`src/rtl/hazard_scoreboard_ctrl_pkg.sv`:
```
// rtl/hazard_scoreboard_ctrl_pkg.sv - shared constants and FSM encoding for the hazard scoreboard controller
package hazard_scoreboard_ctrl_pkg;
  localparam int NREG_DEF  = 32;
  localparam int CNT_W_DEF = 2;
  localparam logic [4:0] REG_ZERO = 5'd0;

  typedef enum logic {
    ST_RUN   = 1'b0,
    ST_FLUSH = 1'b1
  } state_e;
endpackage

```
`src/rtl/sb_counter_bank.sv`:
```
// rtl/sb_counter_bank.sv - per-register saturating pending-write counters with pending vector
module sb_counter_bank
  import hazard_scoreboard_ctrl_pkg::*;
#(
  parameter int NREG  = NREG_DEF,
  parameter int CNT_W = CNT_W_DEF
) (
  input  logic                    clk,
  input  logic                    rst,
  input  logic                    inc_en,
  input  logic [$clog2(NREG)-1:0] inc_idx,
  input  logic                    dec_en,
  input  logic [$clog2(NREG)-1:0] dec_idx,
  output logic [NREG-1:0]         pend,
  output logic                    ovf
);
  localparam int IDX_W = $clog2(NREG);
  localparam logic [CNT_W-1:0] CNT_MAX = '1;

  logic [CNT_W-1:0] cnt_q [NREG];
  logic [CNT_W-1:0] cnt_d [NREG];
  logic             ovf_q;
  logic             ovf_d;

  always_comb begin
    logic inc_hit;
    logic dec_hit;
    ovf_d   = ovf_q;
    inc_hit = 1'b0;
    dec_hit = 1'b0;
    for (int i = 0; i < NREG; i++) begin
      cnt_d[i] = cnt_q[i];
      inc_hit  = inc_en && (inc_idx == IDX_W'(i));
      dec_hit  = dec_en && (dec_idx == IDX_W'(i));
      // r0 is never tracked; a simultaneous issue and retire on one register cancels out
      if (i != 0 && inc_hit && !dec_hit) begin
        if (cnt_q[i] == CNT_MAX) ovf_d = 1'b1;
        else                     cnt_d[i] = cnt_q[i] + 1'b1;
      end else if (i != 0 && dec_hit && !inc_hit && cnt_q[i] != '0) begin
        cnt_d[i] = cnt_q[i] - 1'b1;
      end
    end
  end

  always_ff @(posedge clk or posedge rst) begin
    if (rst) begin
      for (int i = 0; i < NREG; i++) cnt_q[i] <= '0;
      ovf_q <= 1'b0;
    end else begin
      for (int i = 0; i < NREG; i++) cnt_q[i] <= cnt_d[i];
      ovf_q <= ovf_d;
    end
  end

  always_comb begin
    for (int i = 0; i < NREG; i++) pend[i] = (cnt_q[i] != '0);
  end

  assign ovf = ovf_q;
endmodule

```
`src/rtl/hazard_scoreboard_ctrl.sv`:
```
// rtl/hazard_scoreboard_ctrl.sv - RAW scoreboard stall and branch flush sequencing between IF/ID and ID/EXE
// Optional HAZARD_FWD_EN: with forwarding present only load destinations are scoreboarded.
module hazard_scoreboard_ctrl
  import hazard_scoreboard_ctrl_pkg::*;
#(
  parameter int NREG      = NREG_DEF,
  parameter int CNT_W     = CNT_W_DEF,
  parameter int FLUSH_CYC = 1
) (
  input  logic            clk,
  input  logic            rst,
  input  logic            id_valid,
  input  logic [4:0]      id_src1,
  input  logic [4:0]      id_src2,
  input  logic            id_uses_src2,
  input  logic            id_wb_en,
  input  logic [4:0]      id_dest,
  input  logic            id_is_load,
  input  logic            exe_br_taken,
  input  logic            wb_en,
  input  logic [4:0]      wb_dest,
  output logic            freeze,
  output logic            bubble,
  output logic            flush,
  output logic [NREG-1:0] sb_pending,
  output logic            sb_overflow
);
  localparam logic [1:0] FLUSH_LOAD = 2'(FLUSH_CYC - 1);

  state_e     state_q, state_d;
  logic [1:0] fcnt_q, fcnt_d;
  logic       flush_active;
  logic       hz;
  logic       trackable;
  logic       iss;
  logic       ret;
  logic [NREG-1:0] pend;

`ifdef HAZARD_FWD_EN
  assign trackable = id_is_load;
`else
  // every writer is tracked; the load flag only matters when forwarding exists
  logic unused_is_load;
  assign unused_is_load = id_is_load;
  assign trackable = 1'b1;
`endif

  assign hz = id_valid &&
              ((id_src1 != REG_ZERO && pend[id_src1]) ||
               (id_uses_src2 && id_src2 != REG_ZERO && pend[id_src2]));

  assign flush_active = exe_br_taken || (state_q == ST_FLUSH);
  assign freeze       = hz && !flush_active;
  assign bubble       = hz || flush_active;
  assign flush        = flush_active;

  assign iss = id_valid && !hz && !flush_active && id_wb_en && id_dest != REG_ZERO && trackable;
  assign ret = wb_en && wb_dest != REG_ZERO;

  sb_counter_bank #(
    .NREG  (NREG),
    .CNT_W (CNT_W)
  ) u_bank (
    .clk     (clk),
    .rst     (rst),
    .inc_en  (iss),
    .inc_idx (id_dest),
    .dec_en  (ret),
    .dec_idx (wb_dest),
    .pend    (pend),
    .ovf     (sb_overflow)
  );

  assign sb_pending = pend;

  // the branch cycle itself is the first flush cycle, so FLUSH lasts FLUSH_CYC-1 cycles
  always_comb begin
    state_d = state_q;
    fcnt_d  = fcnt_q;
    case (state_q)
      ST_RUN: begin
        if (exe_br_taken && FLUSH_CYC > 1) begin
          state_d = ST_FLUSH;
          fcnt_d  = FLUSH_LOAD;
        end
      end
      ST_FLUSH: begin
        if (exe_br_taken) begin
          fcnt_d = FLUSH_LOAD;
        end else if (fcnt_q <= 2'd1) begin
          state_d = ST_RUN;
          fcnt_d  = 2'd0;
        end else begin
          fcnt_d = fcnt_q - 2'd1;
        end
      end
      default: begin
        state_d = ST_RUN;
        fcnt_d  = 2'd0;
      end
    endcase
  end

  always_ff @(posedge clk or posedge rst) begin
    if (rst) begin
      state_q <= ST_RUN;
      fcnt_q  <= 2'd0;
    end else begin
      state_q <= state_d;
      fcnt_q  <= fcnt_d;
    end
  end
endmodule
```
`config.mk`:
```
export PLATFORM = sky130hd
export DESIGN_NAME = hazard_scoreboard_ctrl
export DESIGN_NICKNAME = d
export VERILOG_FILES = /design/src/rtl/hazard_scoreboard_ctrl_pkg.sv /design/src/rtl/sb_counter_bank.sv /design/src/rtl/hazard_scoreboard_ctrl.sv
export SDC_FILE = /design/constraint.sdc
export NUM_CORES = 1
export LEC_CHECK = 0
export BUFFER_PORTS_ARGS = -buffer_cell sky130_fd_sc_hd__buf_2
export CAP_MARGIN = 20
export CELL_PAD_IN_SITES_DETAIL_PLACEMENT = 1
export CELL_PAD_IN_SITES_GLOBAL_PLACEMENT = 1
export CORE_UTILIZATION = 48
export CTS_CLUSTER_DIAMETER = 200
export DETAILED_ROUTE_END_ITERATION = 6
export GPL_TIMING_DRIVEN = 0
export PLACE_DENSITY_LB_ADDON = 0.1
export SLEW_MARGIN = 25
export SYNTH_ARGS = -nofsm -noshare
export SYNTH_HDL_FRONTEND = slang
export SYNTH_HIERARCHICAL = 1
export SYNTH_SLANG_ARGS = --single-unit
```
`constraint.sdc`:
```
create_clock -name clk -period 7 [get_ports clk]
set_clock_uncertainty 0.05 [all_clocks]
set_input_delay 0.35 -clock clk [delete_from_list [all_inputs] [get_ports clk]]
set_output_delay 0.35 -clock clk [all_outputs]
set_load 0.01 [all_outputs]
```
==> out/qor.csv, run 1 <==
stage,metric,value,unit
synthesis,Synth Warn #,6,
job,maxcap violations,0,
sta,Slew headroom,43.3,%
synthesis,synthesized instance count,612,
final_layout,final core utilization,55.6,%
floorplanning,std cell rows,37,
sta,RSZ-0062 raised after global routing,false,
sta,worst slew pin tran,829,ps
setup_path,Worst Path Required,7240,ps
global_routing,Tot GR Track Use,32.2,%
sta,final worst slack,2380,ps
floorplanning,die area,0.0109,sq mm
global_routing,largest net degree at the start of global routing,44,
floorplanning,core area,0.0103,sq mm
synthesis,"Top FF cell, synth",dfrtp_1,
clock_tree,CTS HTree Levels,3,
sta,final worst path period share,66.1,%
route,routed wire length,16.8,mm
setup_path,worst-path fanout max,10,
pwr,Max IR drop VDD,0.118,mV
route,DRT antenna net count,0,
global_routing,GRT Residual Overflow,0,
final_layout,fin nets,709,
route,DRT Pass-1 Iters,7,
place,post-DP HPWL,12.8,mm
global_routing,number of global-route vias before repair,5198,
clock_tree,"CTS clk-pin slew, worst paths",70,ps
sta,"Setup violations, final",0,
outcome,status,"finished, violations left",
route,Met3 Wirelength,850,um
route,routed vias/inst,6.23,
synthesis,Mapped Area,0.00505,sq mm
route,Iter 0 DRT Violations,340,
synthesis,asr flop ratio synth,100,%
route,DR WL met2,8.18,mm
final_layout,antenna cells,0,
global_routing,initial antenna violation count,0,
place,post-placement cell area,0.00553,sq mm
clock_tree,CTS tree,yes,
sta,Setup TNS Final,0,ps
outcome,violated checks,DRC,
sta,"Hold Vio Cnt, Final",0,
clock_tree,Num CTS Buffers,9,
place,IO Port Bufs,56,
clock_tree,clk sink count,66,
synthesis,syn nets,640,
synthesis,number of synthesized flops with an enable pin,0,
synthesis,sequential area share after synthesis,32.7,%
floorplanning,Chip Width,105,um
final_layout,fin area,0.00571,sq mm
sta,min Tclk post-route,4620,ps
place,Final Wtd Congestion,0.838,
setup_path,kind of critical path,reg -> reg,
final_layout,area growth from synthesis to layout,13.1,%
setup_path,CP endpoint kind,register,
route,highest metal used,met4,
setup_path,critical path launch point type,register,
route,met1 wire length,7.31,mm
clock_tree,Max clock buf depth,2,
synthesis,Synth Area per Inst,8.25,sq um
sta,max frequency,0.216,GHz
floorplanning,Chip Height,105,um
hold_path,Hold Path Class,in -> reg,
clock_tree,CTS root buffer,clkbuf_8,
synthesis,distinct cell type count after synthesis,64,
global_routing,first-pass GRT wire length,27.1,mm
sta,Final Max Tran Viols,0,
pwr,Static Leak,2.48,nW
place,Setup WS pre-CTS,2460,ps
synthesis,synthesis-stage register bit count,66,
route,Residual DRC,2,
clock_tree,setup bufs post-CTS,0,
floorplanning,I/O pins,64,
final_layout,layout cell share with drive strength beyond 1,22.0,%
setup_path,CP Data Arrival Time,4860,ps
route,wire per inst,20.5,um
pwr,Power Dens Cells,163,mW/mm^2
clock_tree,clk_lat worst skew,350,ps
route,vias,5115,
floorplanning,Initial Utilization,49.1,%
worst paths after layout:
check / start / end / slack (ps) / cells past startpoint
max: u_bank/cnt_q[22] / u_bank/ovf / 2380 / 12
min: exe_br_taken / state_q / 230 / 2
max reg2reg: u_bank/cnt_q[22] / u_bank/ovf / 2380 / 12
min reg2reg: fcnt_q[0] / fcnt_q[0] / 450 / 1
max in group asynchronous: rst / u_bank/cnt_q[6] / 5910 / 4
min in group asynchronous: rst / fcnt_q[0] / 400 / 3
synth_stat cells, types with 4 or more instances:
cell | instances | share of area, %
o21bai_1 | 6 | 0.89
a2111oi_0 | 6 | 1.0
mux2_2 | 7 | 1.6
mux4_1 | 5 | 2.6
nand3_1 | 11 | 1.1
a21oi_1 | 64 | 6.3
nand4b_1 | 4 | 0.69
nor3_1 | 6 | 0.59
buf_2 | 17 | 1.7
o21ai_1 | 8 | 0.79
a32oi_1 | 9 | 1.6
nand2_1 | 53 | 3.9
dfrtp_1 | 66 | 33
nand2b_1 | 4 | 0.50
nor2_1 | 92 | 6.8
nor2b_1 | 15 | 1.9
inv_1 | 29 | 2.2
clkbuf_1 | 8 | 0.59
and2_1 | 14 | 1.7
o211ai_1 | 22 | 3.3
mux4_2 | 8 | 3.6
a211oi_1 | 30 | 4.5
or2_2 | 33 | 4.1
o21ai_0 | 15 | 1.5
o22ai_1 | 9 | 1.1
a21boi_0 | 4 | 0.59
mux2i_1 | 6 | 1.2
per-layer routing:
metal / vias to the layer above / track usage, %
met1: 2562 / 41.1
met3: 34 / 7.30
li1: 2375 / -
met4: 0 / 13.6
met5: - / 0
met2: 144 / 52.5
timing repair:
item                                   in CTS  in global routing
hold buffers                                1                  0
gates resized for setup                     0                  0
endpoints found under the hold margin      23                  0
worst max-delay path, stage by stage, from the launching register on:
cell and delay (ps):
dfrtp_1 410, or2_2 390, mux4_2 470, a22oi_1 210, nand4b_1 160, a221oi_2 440
and4bb_1 300, clkbuf_1 340, nand4b_1 460, a211oi_1 700, a32oi_1 250, nand4_1 190
or4_1 170
area by class of cell:
| type | instances | area, sq um |
|---|---|---|
| Buffer | 33 | 188 |
| Clock buffer | 12 | 155 |
| Clock inverter | 3 | 15.0 |
| Fill cell | 1327 | 4570 |
| Inverter | 29 | 111 |
| Multi-Input combinational cell | 484 | 3100 |
| Sequential cell | 66 | 1650 |
| Tap cell | 136 | 170 |
| Timing Repair Buffer | 58 | 318 |
report_power, final:
group / leakage [nW] / switching, mW / total (mW) / internal [mW]
sequential: 0.909 / 0.0255 / 0.427 / 0.401
combinational: 1.48 / 0.121 / 0.213 / 0.0912
clock: 0.0920 / 0.148 / 0.293 / 0.144
total: 2.48 / 0.295 / 0.932 / 0.637
through the flow:
| stage | total power, mW | instances | hold WS (ps) |
|---|---|---|---|
| floorplan | 0.562 | 612 | 53.6 |
| global placement | 0.629 | 804 | 173 |
| global route | 0.980 | 821 | 234 |
| CTS | 0.940 | 821 | 217 |
| finish | 0.932 | 821 | 229 |
| detailed placement | 0.643 | 805 | 217 |
cell families after synthesis:
logic type | share of synthesized area [%]
AO/OA/AOI/OAI | 24.8
buffers and inverters | 5.87
flip-flops | 32.7
multiplexers | 8.92
other | 0.0742
AND/OR/NAND/NOR | 27.6
sequential cells by signal (all words and copies together), names as in the netlist:
name	count
fcnt_q	2
u_bank/ovf	1
u_bank/cnt_q	62
state_q	1
placed cells by master (no fill, tap or decap), types with 22 or more instances in the layout:
| cell | n |
|---|---|
| a21oi_1 | 64 |
| nor2_1 | 92 |
| inv_1 | 28 |
| nand2_1 | 53 |
| dfrtp_1 | 66 |
| or2_2 | 33 |
| buf_2 | 73 |
| o211ai_1 | 22 |
| a211oi_1 | 30 |
Note: power is estimated with default switching activity, not from simulation.
==> run 2: changes to the inputs <==
CORE_UTILIZATION = 44   (was 48)
clock period = 4.75 ns   (was 7 ns; I/O delays follow)
==> out/qor.csv, run 2 (synthesized netlist as in run 1, its figures left out) <==
stage,metric,value,unit,change
outcome,status,completed,,
floorplanning,core area,0.0110,sq mm,+7.3%
setup_path,CP endpoint kind,register,,
floorplanning,I/O pins,64,,unchanged
setup_path,critical path launch point type,register,,
final_layout,layout cell share with drive strength beyond 1,23.5,%,+1.5 points
floorplanning,Chip Width,109,um,+4.4%
route,routed vias/inst,6.16,,-1.1%
route,wire per inst,20.5,um,+0.39%
final_layout,area growth from synthesis to layout,16.5,%,
clock_tree,Num CTS Buffers,9,,unchanged
route,DRT antenna net count,0,,unchanged
setup_path,CP Data Arrival Time,4770,ps,-90 ps
sta,max frequency,0.219,GHz,+1.4%
place,Setup WS pre-CTS,90.0,ps,-2370 ps
sta,final worst path period share,96.0,%,+30 points
route,Residual DRC,0,,-2
place,post-placement cell area,0.00553,sq mm,about the same
final_layout,max FFs per register,62,,unchanged
sta,Slew headroom,41.5,%,-1.8 points
final_layout,Largest Register,u_bank/cnt_q,,
final_layout,"commonest non-fill, non-tap cell in the layout",nor2_1,,
route,routed wire length,17.0,mm,+1.4%
pwr,Max IR drop VDD,0.160,mV,+35%
final_layout,Largest regs,"u_bank/cnt_q x62, fcnt_q x2",,
final_layout,antenna cells,0,,unchanged
place,IO Port Bufs,56,,unchanged
clock_tree,clk_lat worst skew,340,ps,about the same
pwr,Pwr Total,1.59,mW,+71%
place,Final Wtd Congestion,0.842,,+0.50%
clock_tree,"CTS clk-pin slew, worst paths",60,ps,about the same
sta,"Setup violations, final",0,,unchanged
route,vias,5109,,-0.12%
sta,min Tclk post-route,4560,ps,-65.9 ps
route,Iter 0 DRT Violations,262,,-23%
place,post-DP HPWL,12.9,mm,+0.61%
global_routing,first-pass GRT wire length,26.8,mm,-1.1%
place,placed insts,809,,+0.50%
floorplanning,Initial Utilization,45.8,%,-3.4 points
final_layout,fin cells,829,,+0.97%
sta,worst slew pin tran,855,ps,+26.0 ps
setup_path,worst-path fanout max,10,,unchanged
final_layout,fin nets,712,,+0.42%
global_routing,Tot GR Track Use,30.2,%,-2.0 points
final_layout,"commonest non-fill, non-tap cells in the layout","nor2_1, buf_2, dfrtp_1, a21oi_1, nand2_1",,
final_layout,fin area,0.00588,sq mm,+3.0%
sta,RSZ-0062 raised after global routing,false,,
global_routing,GRT Residual Overflow,0,,unchanged
route,DRT Pass-1 Iters,4,,-3
clock_tree,CTS root buffer,clkbuf_16,,
global_routing,initial antenna violation count,0,,unchanged
clock_tree,clk sink count,66,,unchanged
pwr,Static Leak,2.54,nW,+2.5%
sta,"Hold Vio Cnt, Final",0,,unchanged
floorplanning,Chip Height,109,um,+4.4%
clock_tree,CTS HTree Levels,3,,unchanged
hold_path,Hold Path Class,in -> reg,,
clock_tree,CTS tree,yes,,
clock_tree,Max clock buf depth,2,,unchanged
setup_path,Worst Path Required,4970,ps,-2270 ps
setup_path,r2r setup slk,190,ps,-2180 ps
setup_path,kind of critical path,reg -> reg,,
global_routing,largest net degree at the start of global routing,42,,-4.5%
floorplanning,std cell rows,38,,+2.7%
floorplanning,die area,0.0119,sq mm,+8.9%
sta,Setup TNS Final,0,ps,unchanged
global_routing,number of global-route vias before repair,5258,,+1.2%
sta,final worst slack,192,ps,-2180 ps
sta,Final Max Tran Viols,0,,unchanged
job,maxcap violations,0,,unchanged
pwr,Power Dens Cells,271,mW/mm^2,+66%
## run 2: changes by cell type in the layout (fill, tap and decap cells not counted), sizes merged
cell / previous run / this run
buf: 79 / 82
clkinvlp: 0 / 2
clkinv: 3 / 2
## run 2: per-stage QoR
stage	hold slack, ps	util [%]
after floorplan	-58.9	-
after global placement	60.5	49.9
after detailed placement	90.1	50.1
after CTS	86.6	52.9
after global routing	101	53.3
final	96.9	53.3
## run 2: repair_timing
| item | in CTS | in global routing |
|---|---|---|
| gates resized for setup | 0 | 6 |
| hold endpoints to repair | 25 | 0 |
| hold buffers | 1 | 0 |
| setup buffers | 0 | 3 |
| endpoints found under the setup margin | 0 | 2 |
## run 2: power by group
group          total, mW  internal, mW  switching, mW
Clock              0.647         0.394          0.253
Sequential         0.630         0.592         0.0375
Combinational      0.315         0.134          0.181
## run 2: path summary, 6_finish.rpt
kind	cells after the start	end	startpoint
max	13	u_bank/ovf	u_bank/cnt_q[22]
min	2	state_q	exe_br_taken
max reg2reg	13	u_bank/ovf	u_bank/cnt_q[22]
min reg2reg	1	fcnt_q[0]	fcnt_q[0]
max in group asynchronous	4	u_bank/ovf	rst
min in group asynchronous	3	fcnt_q[0]	rst
## run 2: critical path, stage by stage (launching register included)
cell,delay (ps)
dfrtp_1,420
or2_2,380
mux4_2,470
a22oi_1,230
nand4b_1,200
a221oi_2,450
and4bb_1,290
clkbuf_1,350
nand4b_1,190
clkbuf_1,300
a2111oi_0,750
nor4_2,100
o2111ai_1,120
or4_1,180
## run 2: layout make-up
cell class	instances	area, sq um
fill	1355	5150
multi-input combinational	484	3130
sequential	66	1650
timing repair buffer	61	333
clock buffer	12	267
buffer	33	188
tap	140	175
inverter	29	111
clock inverter	4	25.0
## run 2: layer usage
| layer | GRT usage (%) | wire length [um] | vias up |
|---|---|---|---|
| li1 | - | - | 2389 |
| met1 | 38.0 | 7450 | 2589 |
| met2 | 50.7 | 8380 | 113 |
| met3 | 6.40 | 897 | 18 |
| met4 | 11.3 | 295 | 0 |
| met5 | 0 | 0 | - |
==> run 3: changes to the inputs <==
--- a/config.mk
+++ b/config.mk
@@ -15,5 +15,5 @@
 export GPL_TIMING_DRIVEN = 0
 export PLACE_DENSITY_LB_ADDON = 0.1
-export SLEW_MARGIN = 25
+export RECOVER_POWER = 25
 export SYNTH_ARGS = -nofsm -noshare
 export SYNTH_HDL_FRONTEND = slang
--- a/constraint.sdc
+++ b/constraint.sdc
@@ -3,3 +3,3 @@
 set_input_delay 0.2375 -clock clk [delete_from_list [all_inputs] [get_ports clk]]
 set_output_delay 0.2375 -clock clk [all_outputs]
-set_load 0.01 [all_outputs]
+set_load 0.005 [all_outputs]
==> out/qor.csv, run 3 (synthesized netlist as in run 1, its figures left out) <==
stage,metric,value,unit,change
outcome,status,"finished, violations left",,
outcome,violated checks,"capacitance limit, slew limit",,
floorplanning,Chip Height,109,um,unchanged
place,Final Wtd Congestion,0.842,,unchanged
floorplanning,std cell rows,38,,unchanged
global_routing,number of global-route vias before repair,5334,,+1.4%
sta,"Hold Vio Cnt, Final",0,,unchanged
route,routed vias/inst,6.18,,+0.32%
final_layout,fin area,0.00588,sq mm,about the same
place,post-DP HPWL,12.9,mm,about the same
setup_path,kind of critical path,reg -> reg,,
final_layout,fin nets,709,,-0.42%
sta,min Tclk post-route,4570,ps,+12.5 ps
final_layout,Largest Register,u_bank/cnt_q,,
sta,"Setup violations, final",0,,unchanged
sta,worst slew pin tran,2390,ps,+1530 ps
final_layout,"commonest non-fill, non-tap cells in the layout","nor2_1, buf_2, dfrtp_1, a21oi_1, nand2_1",,
clock_tree,Num CTS Buffers,9,,unchanged
place,post-placement cell area,0.00553,sq mm,about the same
sta,RSZ-0062 raised after global routing,false,,
setup_path,most frequent CP cell,nand4_1,,
final_layout,layout cell share with drive strength beyond 1,22.7,%,-0.77 points
route,routed wire length,17.1,mm,+0.40%
global_routing,first-pass GRT wire length,27.2,mm,+1.5%
global_routing,GRT Residual Overflow,0,,unchanged
setup_path,CP Data Arrival Time,4790,ps,+20 ps
final_layout,antenna cells,0,,unchanged
route,wire per inst,20.7,um,+0.76%
setup_path,"slowest stage cell, crit path",nand4_1,,
setup_path,worst path cell trace,or2_2 > mux4_2 > a22oi_1 > nand4b_1 > a221oi_2 > and4bb_1 > clkbuf_1 > nand4_1 > a211oi_2 > a32oi_1 > nand4_1 > or4_1,,
sta,final worst path period share,96.2,%,+0.26 points
clock_tree,"CTS clk-pin slew, worst paths",60,ps,about the same
final_layout,area growth from synthesis to layout,16.4,%,about the same
sta,Setup TNS Final,0,ps,unchanged
clock_tree,CTS root buffer,clkbuf_16,,
final_layout,max FFs per register,62,,unchanged
pwr,Max IR drop VDD,0.193,mV,+20%
setup_path,critical path launch point type,register,,
setup_path,worst-path fanout max,10,,unchanged
floorplanning,Chip Width,109,um,unchanged
global_routing,Tot GR Track Use,30.6,%,+0.42 points
setup_path,Worst Path Required,4960,ps,about the same
place,IO Port Bufs,56,,unchanged
sta,Slew headroom,-59.1,%,-100 points
final_layout,Largest regs,"u_bank/cnt_q x62, fcnt_q x2",,
clock_tree,setup bufs post-CTS,0,,unchanged
floorplanning,core area,0.0110,sq mm,unchanged
pwr,Power Dens Cells,285,mW/mm^2,+5.2%
route,Iter 0 DRT Violations,262,,unchanged
clock_tree,clk_lat worst skew,340,ps,about the same
sta,Final Max Tran Viols,42,,+42
clock_tree,Max clock buf depth,2,,unchanged
clock_tree,clk sink count,66,,unchanged
pwr,Static Leak,2.53,nW,-0.47%
route,DRT Pass-1 Iters,5,,+1
hold_path,Hold Path Class,in -> reg,,
floorplanning,die area,0.0119,sq mm,unchanged
route,Residual DRC,0,,unchanged
setup_path,r2r setup slk,180,ps,about the same
floorplanning,I/O pins,64,,unchanged
job,maxcap violations,1,,+1
global_routing,largest net degree at the start of global routing,42,,unchanged
route,DRT antenna net count,0,,unchanged
route,vias,5107,,-0.039%
floorplanning,Initial Utilization,45.8,%,unchanged
setup_path,CP endpoint kind,register,,
final_layout,"commonest non-fill, non-tap cell in the layout",nor2_1,,
clock_tree,CTS tree,yes,,
clock_tree,CTS HTree Levels,3,,unchanged
sta,max frequency,0.219,GHz,-0.27%
setup_path,Worst path max stage delay,610,ps,-140 ps
global_routing,initial antenna violation count,0,,unchanged
[run 3: routing by layer]
| metal | routed length, um | GRT usage, % | share of wire [%] |
|---|---|---|---|
| met1 | 7480 | 38.2 | 44 |
| met2 | 8280 | 50.9 | 48 |
| met3 | 804 | 5.26 | 4.7 |
| met4 | 520 | 15.3 | 3.0 |
| met5 | 0 | 0 | 0 |
[run 3: final timing paths]
check,from,end,depth (start not counted)
max reg2reg,u_bank/cnt_q[22],u_bank/ovf,12
min in group asynchronous,rst,state_q,3
max in group asynchronous,rst,u_bank/cnt_q[6],4
min,exe_br_taken,state_q,2
max,u_bank/cnt_q[22],u_bank/ovf,12
min reg2reg,fcnt_q[0],fcnt_q[0],1
[run 3: layout make-up]
cell class | instances | area (sq um)
Fill cell | 1351 | 5150
Multi-Input combinational cell | 484 | 3140
Sequential cell | 66 | 1650
Timing Repair Buffer | 58 | 292
Clock buffer | 10 | 239
Buffer | 33 | 188
Tap cell | 140 | 175
Inverter | 29 | 109
Clock inverter | 6 | 88.8
[run 3: per-stage QoR]
| stage | std cells | hold WS (ps) | setup WS, ps | total power, mW | util, % |
|---|---|---|---|---|---|
| 3_3_place_gp | 808 | 60.5 | 234 | 0.917 | 49.9 |
| 2_1_floorplan | 612 | -58.9 | 1250 | 0.815 | - |
| 3_5_place_dp | 809 | 77.6 | 97.8 | 0.935 | 50.1 |
| 6_report | 826 | 121 | 179 | 1.67 | 53.3 |
| 5_1_grt | 826 | 134 | 19.5 | 1.74 | 53.3 |
| 4_1_cts | 826 | 109 | 37.1 | 1.69 | 53.2 |
[run 3: timing repair]
item	CTS	global route
resized for setup	0	7
hold buffers	1	0
setup endpoints to repair	0	2
hold endpoints to repair	25	0
[run 3: worst max-delay path, delay by kind of cell (launching register included)]
kind / cells / cell delay [ps]
compound gates: 4 / 1360
buf+inv: 1 / 360
mux: 1 / 470
simple gates: 6 / 1830
flops: 1 / 420
[run 3: power breakdown]
part | switching [mW] | leakage (nW) | internal [mW] | total (mW)
clock network | 0.270 | 0.155 | 0.475 | 0.745
logic | 0.168 | 1.46 | 0.131 | 0.299
registers | 0.0376 | 0.909 | 0.592 | 0.630
